[config.mk]
export PLATFORM = sky130hd
export DESIGN_NAME = load_store_unit
export DESIGN_NICKNAME = d
export VERILOG_FILES = /design/src/rtl/lsu_pkg.sv /design/src/rtl/lsu_align.sv /design/src/rtl/load_store_unit.sv
export SDC_FILE = /design/constraint.sdc
export NUM_CORES = 1
export LEC_CHECK = 0
export CAP_MARGIN = 10
export CORE_MARGIN = 5
export CORE_UTILIZATION = 43
export CTS_BUF_LIST = sky130_fd_sc_hd__clkbuf_16
export DETAILED_ROUTE_END_ITERATION = 16
export GPL_TIMING_DRIVEN = 0
export PLACE_DENSITY = 0.82
export SYNTH_ARGS = -nofsm -noshare
export SYNTH_HDL_FRONTEND = slang
export SYNTH_SLANG_ARGS = --single-unit
[constraint.sdc]
create_clock -name i_clk -period 12.3 [get_ports i_clk]
set_input_delay 3.69 -clock i_clk [delete_from_list [all_inputs] [get_ports i_clk]]
set_output_delay 3.69 -clock i_clk [all_outputs]
set_load 0.01 [all_outputs]
[src/rtl/lsu_pkg.sv]
// -----------------------------------------------------------------------------
// lsu_pkg
//   Shared types and constants for the load/store unit: FSM state encoding,
//   RISC-V funct3 size/signedness codes for loads and stores, fault codes, and
//   the start-of-operation legality check.
// -----------------------------------------------------------------------------
package lsu_pkg;

    typedef enum logic [1:0] {
        ST_IDLE = 2'b00,
        ST_REQ  = 2'b01,
        ST_WAIT = 2'b10,
        ST_DONE = 2'b11
    } lsu_state_e;

    typedef enum logic [1:0] {
        FAULT_NONE     = 2'b00,
        FAULT_MISALIGN = 2'b01,
        FAULT_ILLEGAL  = 2'b10,
        FAULT_TIMEOUT  = 2'b11
    } lsu_fault_e;

    // Load funct3 encodings
    localparam logic [2:0] F3_LB  = 3'b000;
    localparam logic [2:0] F3_LH  = 3'b001;
    localparam logic [2:0] F3_LW  = 3'b010;
    localparam logic [2:0] F3_LBU = 3'b100;
    localparam logic [2:0] F3_LHU = 3'b101;

    // Store funct3 encodings
    localparam logic [2:0] F3_SB  = 3'b000;
    localparam logic [2:0] F3_SH  = 3'b001;
    localparam logic [2:0] F3_SW  = 3'b010;

    // Access size lives in funct3[1:0] for both loads and stores.
    localparam logic [1:0] SIZE_BYTE = 2'b00;
    localparam logic [1:0] SIZE_HALF = 2'b01;
    localparam logic [1:0] SIZE_WORD = 2'b10;

    // Classify an operation at start. Illegal encodings take priority over
    // misalignment, so an illegal op with a bad address reports illegal.
    function automatic lsu_fault_e op_check(input logic       is_load,
                                            input logic       is_store,
                                            input logic [2:0] funct3,
                                            input logic [1:0] addr_lo);
        logic illegal;
        logic misalign;
        illegal  = (is_load && is_store)
                || (is_load && (funct3 == 3'b011 || funct3 == 3'b110 ||
                                funct3 == 3'b111))
                || (is_store && (funct3 >= 3'b011));
        misalign = ((funct3[1:0] == SIZE_HALF) && addr_lo[0])
                || ((funct3[1:0] == SIZE_WORD) && (addr_lo != 2'b00));
        if (illegal) begin
            return FAULT_ILLEGAL;
        end else if (misalign) begin
            return FAULT_MISALIGN;
        end
        return FAULT_NONE;
    endfunction

endpackage

[src/rtl/lsu_align.sv]
// -----------------------------------------------------------------------------
// lsu_align
//   Purely combinational byte-lane steering for the load/store unit.
//   Store side: builds byte enables and lane-replicated write data.
//   Load side : selects the addressed byte/half lane and sign/zero-extends.
// Ports
//   funct3_i   in   3   size/signedness of the access
//   addr_lo_i  in   2   low address bits (byte offset within the word)
//   wdata_i    in   32  raw store data (rs2)
//   rdata_i    in   32  raw read word from data memory
//   mask_o     out  4   byte enables for the access
//   wdata_o    out  32  store data replicated across lanes
//   rdata_o    out  32  extracted and extended load result
// -----------------------------------------------------------------------------
module lsu_align
    import lsu_pkg::*;
(
    input  logic [2:0]  funct3_i,
    input  logic [1:0]  addr_lo_i,
    input  logic [31:0] wdata_i,
    input  logic [31:0] rdata_i,
    output logic [3:0]  mask_o,
    output logic [31:0] wdata_o,
    output logic [31:0] rdata_o
);

    logic [7:0]  byte_lane;
    logic [15:0] half_lane;

    // Store mask and data. Replicating the data across all lanes lets the
    // memory pick its lane purely from the byte enables.
    always_comb begin
        // NOTE: every output gets a default before the case so no path
        // leaves it unassigned; otherwise synthesis infers a latch.
        mask_o  = 4'b0000;
        wdata_o = 32'h0;
        case (funct3_i[1:0])
            SIZE_BYTE: begin
                mask_o  = 4'b0001 << addr_lo_i;
                wdata_o = {4{wdata_i[7:0]}};
            end
            SIZE_HALF: begin
                mask_o  = 4'b0011 << addr_lo_i;
                wdata_o = {2{wdata_i[15:0]}};
            end
            default: begin
                mask_o  = 4'b1111;
                wdata_o = wdata_i;
            end
        endcase
    end

    // Load lane extraction and extension.
    always_comb begin
        byte_lane = 8'h0;
        case (addr_lo_i)
            2'd0:    byte_lane = rdata_i[7:0];
            2'd1:    byte_lane = rdata_i[15:8];
            2'd2:    byte_lane = rdata_i[23:16];
            default: byte_lane = rdata_i[31:24];
        endcase
        half_lane = addr_lo_i[1] ? rdata_i[31:16] : rdata_i[15:0];

        rdata_o = 32'h0;
        case (funct3_i)
            F3_LB:   rdata_o = {{24{byte_lane[7]}}, byte_lane};
            F3_LH:   rdata_o = {{16{half_lane[15]}}, half_lane};
            F3_LW:   rdata_o = rdata_i;
            F3_LBU:  rdata_o = {24'h0, byte_lane};
            F3_LHU:  rdata_o = {16'h0, half_lane};
            default: rdata_o = 32'h0;
        endcase
    end

endmodule

[src/rtl/load_store_unit.sv]
// -----------------------------------------------------------------------------
// load_store_unit
//   Memory stage after the ALU. Takes the ALU result as effective address,
//   performs one load or store over a ready/valid data-memory port, and
//   stalls the core with o_busy until the access completes. Completion is a
//   one-cycle o_done pulse carrying o_rdata / o_fault.
// Parameters
//   WAIT_LIMIT     max cycles spent in REQ+WAIT before a timeout fault (>=1)
// Ports
//   i_clk, i_rst   clock; synchronous active-high reset
//   i_valid        memory instruction present this cycle
//   i_load/i_store instruction type
//   i_funct3       size/signedness
//   i_addr         effective address
//   i_wdata        store data
//   o_busy         stall request
//   o_done         completion pulse; o_rdata/o_fault valid with it
//   o_rdata        extended load result (0 for stores/faults)
//   o_fault        00 none, 01 misaligned, 10 illegal, 11 timeout
//   o_dmem_*       request side of the data-memory port
//   i_dmem_*       handshake/response side of the data-memory port
// -----------------------------------------------------------------------------
module load_store_unit
    import lsu_pkg::*;
#(
    parameter int unsigned WAIT_LIMIT = 255
) (
    input  logic        i_clk,
    input  logic        i_rst,
    input  logic        i_valid,
    input  logic        i_load,
    input  logic        i_store,
    input  logic [2:0]  i_funct3,
    input  logic [31:0] i_addr,
    input  logic [31:0] i_wdata,
    output logic        o_busy,
    output logic        o_done,
    output logic [31:0] o_rdata,
    output logic [1:0]  o_fault,
    output logic        o_dmem_req,
    output logic        o_dmem_wen,
    output logic [31:0] o_dmem_addr,
    output logic [3:0]  o_dmem_mask,
    output logic [31:0] o_dmem_wdata,
    input  logic        i_dmem_ready,
    input  logic        i_dmem_rvalid,
    input  logic [31:0] i_dmem_rdata
);

    // Counter must be able to hold WAIT_LIMIT itself: a load accepted on the
    // final budget cycle moves to WAIT with the count already at the limit.
    localparam int unsigned     CNT_W    = $clog2(WAIT_LIMIT + 1);
    localparam logic [CNT_W-1:0] CNT_LAST = CNT_W'(WAIT_LIMIT - 1);

    lsu_state_e       state_q, state_d;
    lsu_fault_e       fault_q, fault_d;
    logic [31:0]      rdata_q, rdata_d;
    logic [CNT_W-1:0] cnt_q,   cnt_d;

    logic [31:0]      addr_q,   addr_d;
    logic [2:0]       funct3_q, funct3_d;
    logic [31:0]      wdata_q,  wdata_d;
    logic             is_load_q, is_load_d;

    logic             start;
    lsu_fault_e       start_fault;
    logic             timeout_hit;

    logic [3:0]       align_mask;
    logic [31:0]      align_wdata;
    logic [31:0]      align_rdata;

    // Alignment always works on the captured operation, which is held stable
    // from REQ through WAIT.
    lsu_align u_align (
        .funct3_i  (funct3_q),
        .addr_lo_i (addr_q[1:0]),
        .wdata_i   (wdata_q),
        .rdata_i   (i_dmem_rdata),
        .mask_o    (align_mask),
        .wdata_o   (align_wdata),
        .rdata_o   (align_rdata)
    );

    // Reset suppresses a start in the same cycle so all outputs read 0.
    assign start       = (state_q == ST_IDLE) && i_valid && (i_load || i_store)
                      && !i_rst;
    assign start_fault = op_check(i_load, i_store, i_funct3, i_addr[1:0]);
    // Handshakes are tested before this in every state, so they win a tie.
    assign timeout_hit = (cnt_q >= CNT_LAST);

    // Next-state and capture logic.
    always_comb begin
        state_d   = state_q;
        fault_d   = fault_q;
        rdata_d   = rdata_q;
        cnt_d     = cnt_q;
        addr_d    = addr_q;
        funct3_d  = funct3_q;
        wdata_d   = wdata_q;
        is_load_d = is_load_q;

        case (state_q)
            ST_IDLE: begin
                if (start) begin
                    addr_d    = i_addr;
                    funct3_d  = i_funct3;
                    wdata_d   = i_wdata;
                    is_load_d = i_load;
                    cnt_d     = '0;
                    rdata_d   = 32'h0;
                    fault_d   = start_fault;
                    // Faulting operations never touch memory.
                    state_d   = (start_fault != FAULT_NONE) ? ST_DONE : ST_REQ;
                end
            end
            ST_REQ: begin
                if (i_dmem_ready) begin
                    cnt_d   = cnt_q + 1'b1;
                    state_d = is_load_q ? ST_WAIT : ST_DONE;
                end else if (timeout_hit) begin
                    fault_d = FAULT_TIMEOUT;
                    state_d = ST_DONE;
                end else begin
                    cnt_d   = cnt_q + 1'b1;
                end
            end
            ST_WAIT: begin
                if (i_dmem_rvalid) begin
                    rdata_d = align_rdata;
                    state_d = ST_DONE;
                end else if (timeout_hit) begin
                    fault_d = FAULT_TIMEOUT;
                    rdata_d = 32'h0;
                    state_d = ST_DONE;
                end else begin
                    cnt_d   = cnt_q + 1'b1;
                end
            end
            default: begin
                // ST_DONE: the core commits at this edge; i_valid is ignored.
                state_d = ST_IDLE;
            end
        endcase
    end

    // Control state: reset returns to IDLE from anywhere, aborting any access.
    always_ff @(posedge i_clk) begin
        // NOTE: sequential state uses non-blocking assignments so every
        // register samples its pre-edge value, independent of block order.
        if (i_rst) begin
            state_q <= ST_IDLE;
            fault_q <= FAULT_NONE;
            rdata_q <= 32'h0;
            cnt_q   <= '0;
        end else begin
            state_q <= state_d;
            fault_q <= fault_d;
            rdata_q <= rdata_d;
            cnt_q   <= cnt_d;
        end
    end

    // NOTE: captured operands are deliberately not reset; they are always
    // written on start before being used, and outputs are gated by state.
    always_ff @(posedge i_clk) begin
        addr_q    <= addr_d;
        funct3_q  <= funct3_d;
        wdata_q   <= wdata_d;
        is_load_q <= is_load_d;
    end

    // Outputs. Memory fields are driven only while requesting so they are 0
    // in reset and idle; results are presented only in the DONE cycle.
    always_comb begin
        o_busy       = 1'b0;
        o_done       = 1'b0;
        o_rdata      = 32'h0;
        o_fault      = FAULT_NONE;
        o_dmem_req   = 1'b0;
        o_dmem_wen   = 1'b0;
        o_dmem_addr  = 32'h0;
        o_dmem_mask  = 4'b0000;
        o_dmem_wdata = 32'h0;

        if (!i_rst) begin
            o_busy = start || (state_q == ST_REQ) || (state_q == ST_WAIT);
            if (state_q == ST_REQ) begin
                o_dmem_req   = 1'b1;
                o_dmem_wen   = !is_load_q;
                o_dmem_addr  = {addr_q[31:2], 2'b00};
                o_dmem_mask  = align_mask;
                o_dmem_wdata = is_load_q ? 32'h0 : align_wdata;
            end
            if (state_q == ST_DONE) begin
                o_done  = 1'b1;
                o_rdata = rdata_q;
                o_fault = fault_q;
            end
        end
    end

endmodule

* Word-level counts from Yosys, hierarchy flattened
Index checks and enable logic that the tools add are counted.
Storage, ports and cells: input bits 106, bits in registers 112, word-level logic and storage cells 111
Cells by class: eq/ne operators 19, reduce and logical (&&, ||, !) cells 30, multiplexer cells 49, shift operators 2, $add $sub $neg 1, $lt $le $gt $ge 2
Operators by type and width (number):
- 32-bit two-way mux | 10
- 32-bit one-hot mux with 5 select lines | 1
- 32-bit one-hot mux with 2 select lines | 2
- 8-bit one-hot mux with 3 select lines | 2
- 8-bit two-way mux | 4
- 2-bit two-way mux | 14
- 16-bit two-way mux | 1
- 3-bit equality test, second input constant | 4
- 2-bit one-hot mux with 3 select lines | 2
- 1-bit two-way mux | 10
- 8-bit by 1-bit adder with 8-bit output, second input constant | 1
- 2-bit by 1-bit equality test with 1-bit output, second input constant | 4
- 2-bit equality test, second input constant | 4
- 8-bit greater-or-equal comparator, second input constant | 1
- 1-bit logical AND | 8
- 1-bit logical OR | 8
- 4-bit two-way mux | 2
- 4-bit one-hot mux with 2 select lines | 1
- 3-bit by 2-bit equality test with 1-bit output, second input constant | 2
- 2-bit logical NOT | 3
- 2-bit != test, second input constant | 3
- 3-bit AND reduction | 2
- 2-bit nonzero test | 3
- 4-bit AND reduction | 1
- 9 further kinds | 10

* Longest topological paths before layout
Gate-level depths: netlist of the first run.
depth after elaboration 12, gate-level depth with buffers 8, gate-level depth less buffers 7

* Hierarchy
A second synthesis of the first run with hierarchy kept.
Second synthesis, totals: cells, all modules 699, area total of the unflattened synthesis 6695.2 um2
Modules (own cells, without submodules):
- load_store_unit | area an instance 5301.3 um2, seq. area each 2922.8 um2, cells an instance 502, instances 1
- lsu_align | area an instance 1393.8 um2, seq. area each 0.0 um2, cells an instance 197, instances 1

* Least setup slack after synthesis of the first run
OpenSTA, ideal clock, no wires.
kind input to output, start in i_rst, end out o_rdata[22], buffers on the path 2, data required time 8610 ps, setup slack 3956 ps, arrival time 4654 ps, stages on the path 4, cell sequence clkbuf_1 > nor2b_1 > clkbuf_1 > and2_1
On the way: longest elaborated chain between the ends 1
Ends and longest elaborated chain:
- start: declaration | RTL line load_store_unit.sv:29 | input logic i_rst,
- 32-bit two-way mux | RTL line load_store_unit.sv:186 | if (!i_rst) begin
- end: declaration | RTL line load_store_unit.sv:38 | output logic [31:0] o_rdata,
Every way passes these cells.

* Worst setup path after layout of the first run
start in i_rst, end out o_rdata[11]
The elaborated chain is that of the path after synthesis.

==> results.toml, run 1 <==
[route]
final_antenna_net_count = 0
avgViaCountPerCell = 5.53
wirelength_um = 18200
remaining_drc_errors = 0
first_pass_iters = 5
vias = 5174
drtIter0Drc = 385
wl_per_cell_um = 19.5

[worst_hold_path]
hold_path.class = "flop to flop"
hold_depth = 1

[layout]
final_nets = 868
n_antenna_cell = 0
area_growth_pct = 46.5
n_fill_cell = 1045
final_layout_size_suffix_gt1_frac = 0.104

[sta]
tns_ps = 0
setup_viol = 0
finalHoldViolations = 0
slew_viol_final = 0
fin_crit_ps = 9920
slew_headroom = 0.517
max_slew.worst_pin.slew_ps = 723
finalCritPeriodShare = 0.807
rsz0062_at_grt = "false"
skew_ps = 6.20
max_freq_mhz = 101

[floorplan]
fp.dieW_um = 127
ioPinCount = 212
die_h_um = 127
start_util = 0.440
dieArea_um2 = 16000
core.rowCount = 42
core_um2 = 13300

[clock_tree]
clockBufferDepth = 2
cts_tree = "built"
insertion_delay_ps = 360
cts_hold_buf = 0
clock-sinks = 112
cts-resized-gates = 0
cts_max_level = 3
numCtsBuffers = 9
post-cts-setup-buffer-count = 0
ctsRootBufferMaster = "clkbuf_16"
clk_pin_slew_ps = 70

[power]
p_total_mw = 1.11
power_density_nw_per_um2 = 129
p_seq_frac = 0.401
swShare = 0.304
p_comb_frac = 0.287
power.internal_uw = 772
peakVddDrop_uv = 94.7
p_switching_uw = 337
total_leakage_power_nw = 2.96
clkPwrFrac = 0.311

[synthesis]
synth_top_area_cell = "edfxtp_1"
async_flop_share = 0
mappedNetlistArea_um2 = 5850
synth_area_per_cell_um2 = 11.0
synth_top_cells_by_count = "and2_1 (74), edfxtp_1 (68), dfxtp_1 (44), nand2_1 (33), nor2_1 (31)"
yosysUniqueCellTypes = 62
yosysMostFrequentCell = "and2_1"
synth_seq_area_share = 0.499
synth_edf_count = 68
synthesis.yosys.warnings = 0
syn_inst = 531
synth_ff_type = "edfxtp_1"
ys_ff_latch = 112
yosysTopAreaCellShare = 0.349
synth_area_leaders = "edfxtp_1 (35%), dfxtp_1 (15%), and2_1 (7.9%)"

[global_routing]
overflow = 0
grt_pass1_vias = 5363
grt_max_degree = 34
grt_pass1_wl_um = 28300
grt.total_usage = 0.221
antenna_found_initial = 0

[setup_path]
path_class = "input pin to primary output"
end_kind = "primary output"
critPathMaxFanout = 10
start_kind = "input pin"
crit_required_ps = 8610
rr_worst_depth = 6
crit_arrival_ps = 6230

[place]
io_buffer_count = 209
gp_congestion = 0.931
hpwl_um = 14100

[outcome]
status = "finished, final reports clean"

[job]
max_cap_viol_count = 0
## final timing paths
check,start,to,slack (ps)
worst max-delay path,i_rst,o_rdata[11],2380
worst min-delay path,rdata_q[2],rdata_q[2],460
worst max register to register,state_q[1],wdata_q[22],10090
worst min register to register,rdata_q[2],rdata_q[2],460
## final cells by class
class,instances,area (µm²),share of cell area
inverter,14,52.6,0.00613
sequential,112,2920,0.341
buffer,38,186,0.0217
clock inverter,7,128,0.0149
timing repair buffer,211,2140,0.249
tap,176,220,0.0257
multi-input combinational,368,2700,0.315
clock buffer,9,225,0.0263
## power by group through the flow
stage | Clock, mW | Combinational, mW | Sequential [mW]
after detailed placement | 0 | 0.316 | 0.453
after CTS | 0.351 | 0.319 | 0.445
after floorplan | 0 | 0.179 | 0.451
after global placement | 0 | 0.303 | 0.456
final | 0.346 | 0.319 | 0.445
after global routing | 0.366 | 0.347 | 0.448
## flip-flops by register name (all words and copies together) (netlist names)
register and cells:
addr_q 32, cnt_q 8, fault_q 2, funct3_q 3
is_load_q 1, rdata_q 32, state_q 2, wdata_q 32
## metal layers
layer,routed length (µm),track usage,part of all wire
met1,7160,0.260,0.39
met2,8710,0.376,0.48
met3,1850,0.0723,0.10
met4,503,0.0845,0.028
met5,0,0,0
## critical path, cell delays in order
cell and delay, ps:
clkdlybuf4s50_1 490, clkbuf_1 310, nor2b_1 650, clkbuf_1 360, and2_1 180, clkdlybuf4s50_1 550
## placed cells by master, fill, tap and decap left out, types with 3 or more instances in the layout
cell / count
a211oi_1: 4
a21oi_1: 26
a222oi_1: 7
a22o_1: 9
a22oi_1: 6
a22oi_2: 10
a31oi_1: 6
and2_1: 74
and3_1: 3
buf_2: 14
buf_4: 3
bufinv_16: 3
clkbuf_1: 18
clkbuf_16: 9
clkdlybuf4s50_1: 209
dfxtp_1: 44
edfxtp_1: 68
ha_1: 8
inv_1: 13
mux2i_1: 17
mux4_2: 7
nand2_1: 33
nand2b_1: 5
nand3_1: 7
nand4_1: 4
nor2_1: 30
nor2b_1: 3
nor3_1: 5
nor3b_1: 4
o2111ai_1: 6
o211ai_1: 13
o21ai_0: 21
o221ai_1: 3
o2bb2ai_1: 13
o2bb2ai_2: 10
## kinds of logic (layout without fill, tap and decap cells)
kind of cell | after synthesis | after routing | share of synthesized area
mux | 25 | 25 | 0.0579
fa+ha+maj | 8 | 8 | 0.0171
buf+inv | 52 | 279 | 0.0408
flops | 112 | 112 | 0.499
simple gates | 183 | 183 | 0.174
compound gates | 150 | 150 | 0.210
other cells | 1 | 2 | 0.000641
## metrics by stage
step | utilization | setup slack (ps) | hold slack, ps | cells | cell area (µm²)
2_1_floorplan | - | 3960 | 424 | 532 | 5860
3_3_place_gp | 0.614 | 2440 | 437 | 917 | 8170
3_5_place_dp | 0.618 | 2310 | 441 | 919 | 8220
4_1_cts | 0.645 | 2310 | 463 | 935 | 8580
5_1_grt | 0.645 | 2120 | 490 | 935 | 8580
6_report | 0.645 | 2380 | 463 | 935 | 8580
Power figures use the tool's default switching activity.
==> run 2: changes to the inputs <==
--- a/config.mk
+++ b/config.mk
@@ -7,11 +7,11 @@
 export LEC_CHECK = 0
 export CAP_MARGIN = 10
 export CORE_MARGIN = 5
-export CORE_UTILIZATION = 43
+export CORE_UTILIZATION = 41
 export CTS_BUF_LIST = sky130_fd_sc_hd__clkbuf_16
 export DETAILED_ROUTE_END_ITERATION = 16
 export GPL_TIMING_DRIVEN = 0
-export PLACE_DENSITY = 0.82
+export PLACE_DENSITY = 0.81
 export SYNTH_ARGS = -nofsm -noshare
 export SYNTH_HDL_FRONTEND = slang
 export SYNTH_SLANG_ARGS = --single-unit
==> constraint.sdc (replaced) <==
create_clock -name i_clk -period 8 [get_ports i_clk]
set_input_delay 2.4 -clock i_clk [delete_from_list [all_inputs] [get_ports i_clk]]
set_output_delay 2.4 -clock i_clk [all_outputs]
set_load 0.01 [all_outputs]
==> results.toml, run 2 (same netlist as run 1, synthesis figures left out) <==
[outcome]
status = "finished, final reports clean"

[global_routing]
grt-busiest-layer = "met2"
grt_max_degree = 38
overflow = 0
grt.total_usage = 0.218
grtUsageMet2 = 0.350
gr-usage-met3 = 0.0771
grt_pass1_vias = 5353
grt_pass1_wl_um = 28400
antenna_found_initial = 0
grt_use_met1 = 0.264

[route]
wirelength_um = 18400
avgViaCountPerCell = 5.70
remaining_drc_errors = 0
final_antenna_net_count = 0
wl_per_cell_um = 19.6
first_pass_iters = 6
drtIter0Drc = 448
vias = 5349

[clock_tree]
cts_hold_buf = 0
clk_pin_slew_ps = 70
clock-sinks = 112
post-cts-setup-buffer-count = 0
cts-resized-gates = 0
ctsRootBufferMaster = "clkbuf_16"
numCtsBuffers = 9
cts_max_level = 3
insertion_delay_ps = 350
cts_tree = "built"
clockBufferDepth = 2

[sta]
skew_ps = 8.03
rsz0062_at_grt = "false"
tns_ps = 0
max_slew.worst_pin.slew_ps = 671
slew_viol_final = 0
fin_crit_ps = 7330
setup_viol = 0
finalHoldViolations = 0
slew_headroom = 0.552
max_freq_mhz = 136
finalCritPeriodShare = 0.916

[layout]
final_nets = 868
n_fill_cell = 1100
layout.cells.non_filler = 939
top_regs = "addr_q (32), rdata_q (32), wdata_q (32)"
n_antenna_cell = 0
final_layout_size_suffix_gt1_frac = 0.101
area_growth_pct = 45.5
final_cell_mix = "clkdlybuf4s50_1 (209), and2_1 (74), edfxtp_1 (68), dfxtp_1 (44), nand2_1 (33)"
stdcell_area_um2 = 8520
layout_commonest_cell = "clkdlybuf4s50_1"

[power]
p_total_mw = 1.62
power_density_nw_per_um2 = 190
total_leakage_power_nw = 2.94
peakVddDrop_uv = 122

[setup_path]
path_class = "input pin to primary output"
start_kind = "input pin"
crit_arrival_ps = 4930
critPathMaxFanout = 10
crit_required_ps = 5600
end_kind = "primary output"

[floorplan]
dieArea_um2 = 16800
core_um2 = 13900
die_h_um = 129
ioPinCount = 212
start_util = 0.420
fp.dieW_um = 129
core.rowCount = 43

[place]
dp.cells = 923
gp_congestion = 0.947
place_area_um2 = 8230
hpwl_um = 14300
io_buffer_count = 209

[job]
max_cap_viol_count = 0

[worst_hold_path]
hold_path.class = "flop to flop"
[run 2: power breakdown]
group | switching (mW) | total (mW) | internal [mW] | leakage, nW
clock network | 0.204 | 0.444 | 0.240 | 0.140
registers | 0.0229 | 0.683 | 0.661 | 0.980
logic | 0.274 | 0.490 | 0.216 | 1.82
[run 2: worst max-delay path: stages]
cell and delay, ps:
clkdlybuf4s50_1 490, clkbuf_1 320, nor2b_1 620, clkbuf_1 370, and2_1 190, clkdlybuf4s50_1 530
[run 2: area by class of cell]
| class | instances | area (µm²) | share of cell area |
|---|---|---|---|
| tap | 180 | 225 | 0.0264 |
| sequential | 112 | 2920 | 0.343 |
| multi-input combinational | 368 | 2700 | 0.317 |
| buffer | 38 | 186 | 0.0219 |
| clock buffer | 9 | 225 | 0.0264 |
| inverter | 14 | 52.6 | 0.00617 |
| timing repair buffer | 211 | 2140 | 0.251 |
| clock inverter | 7 | 63.8 | 0.00749 |
[run 2: layer usage]
layer,up-vias,part of all wire
met5,-,0
met4,0,0.037
met3,51,0.12
met2,389,0.46
met1,2476,0.38
li1,2433,-
[run 2: path summary, 6_finish.rpt]
kind / startpoint / end / slack (ps) / cells after the start
setup / recovery: i_rst / o_rdata[23] / 670 / 6
hold / removal: rdata_q[2] / rdata_q[2] / 460 / 1
setup reg to reg: cnt_q[0] / rdata_q[29] / 5840 / 7
hold reg to reg: rdata_q[2] / rdata_q[2] / 460 / 1
[run 2: metrics by stage]
stage / hold WS [ps] / worst slack (ps) / util
global placement: 437 / 221 / 0.587
detailed placement: 439 / 679 / 0.590
floorplan: 424 / 2030 / -
global route: 480 / 478 / 0.611
CTS: 460 / 667 / 0.611
finish: 458 / 670 / 0.611
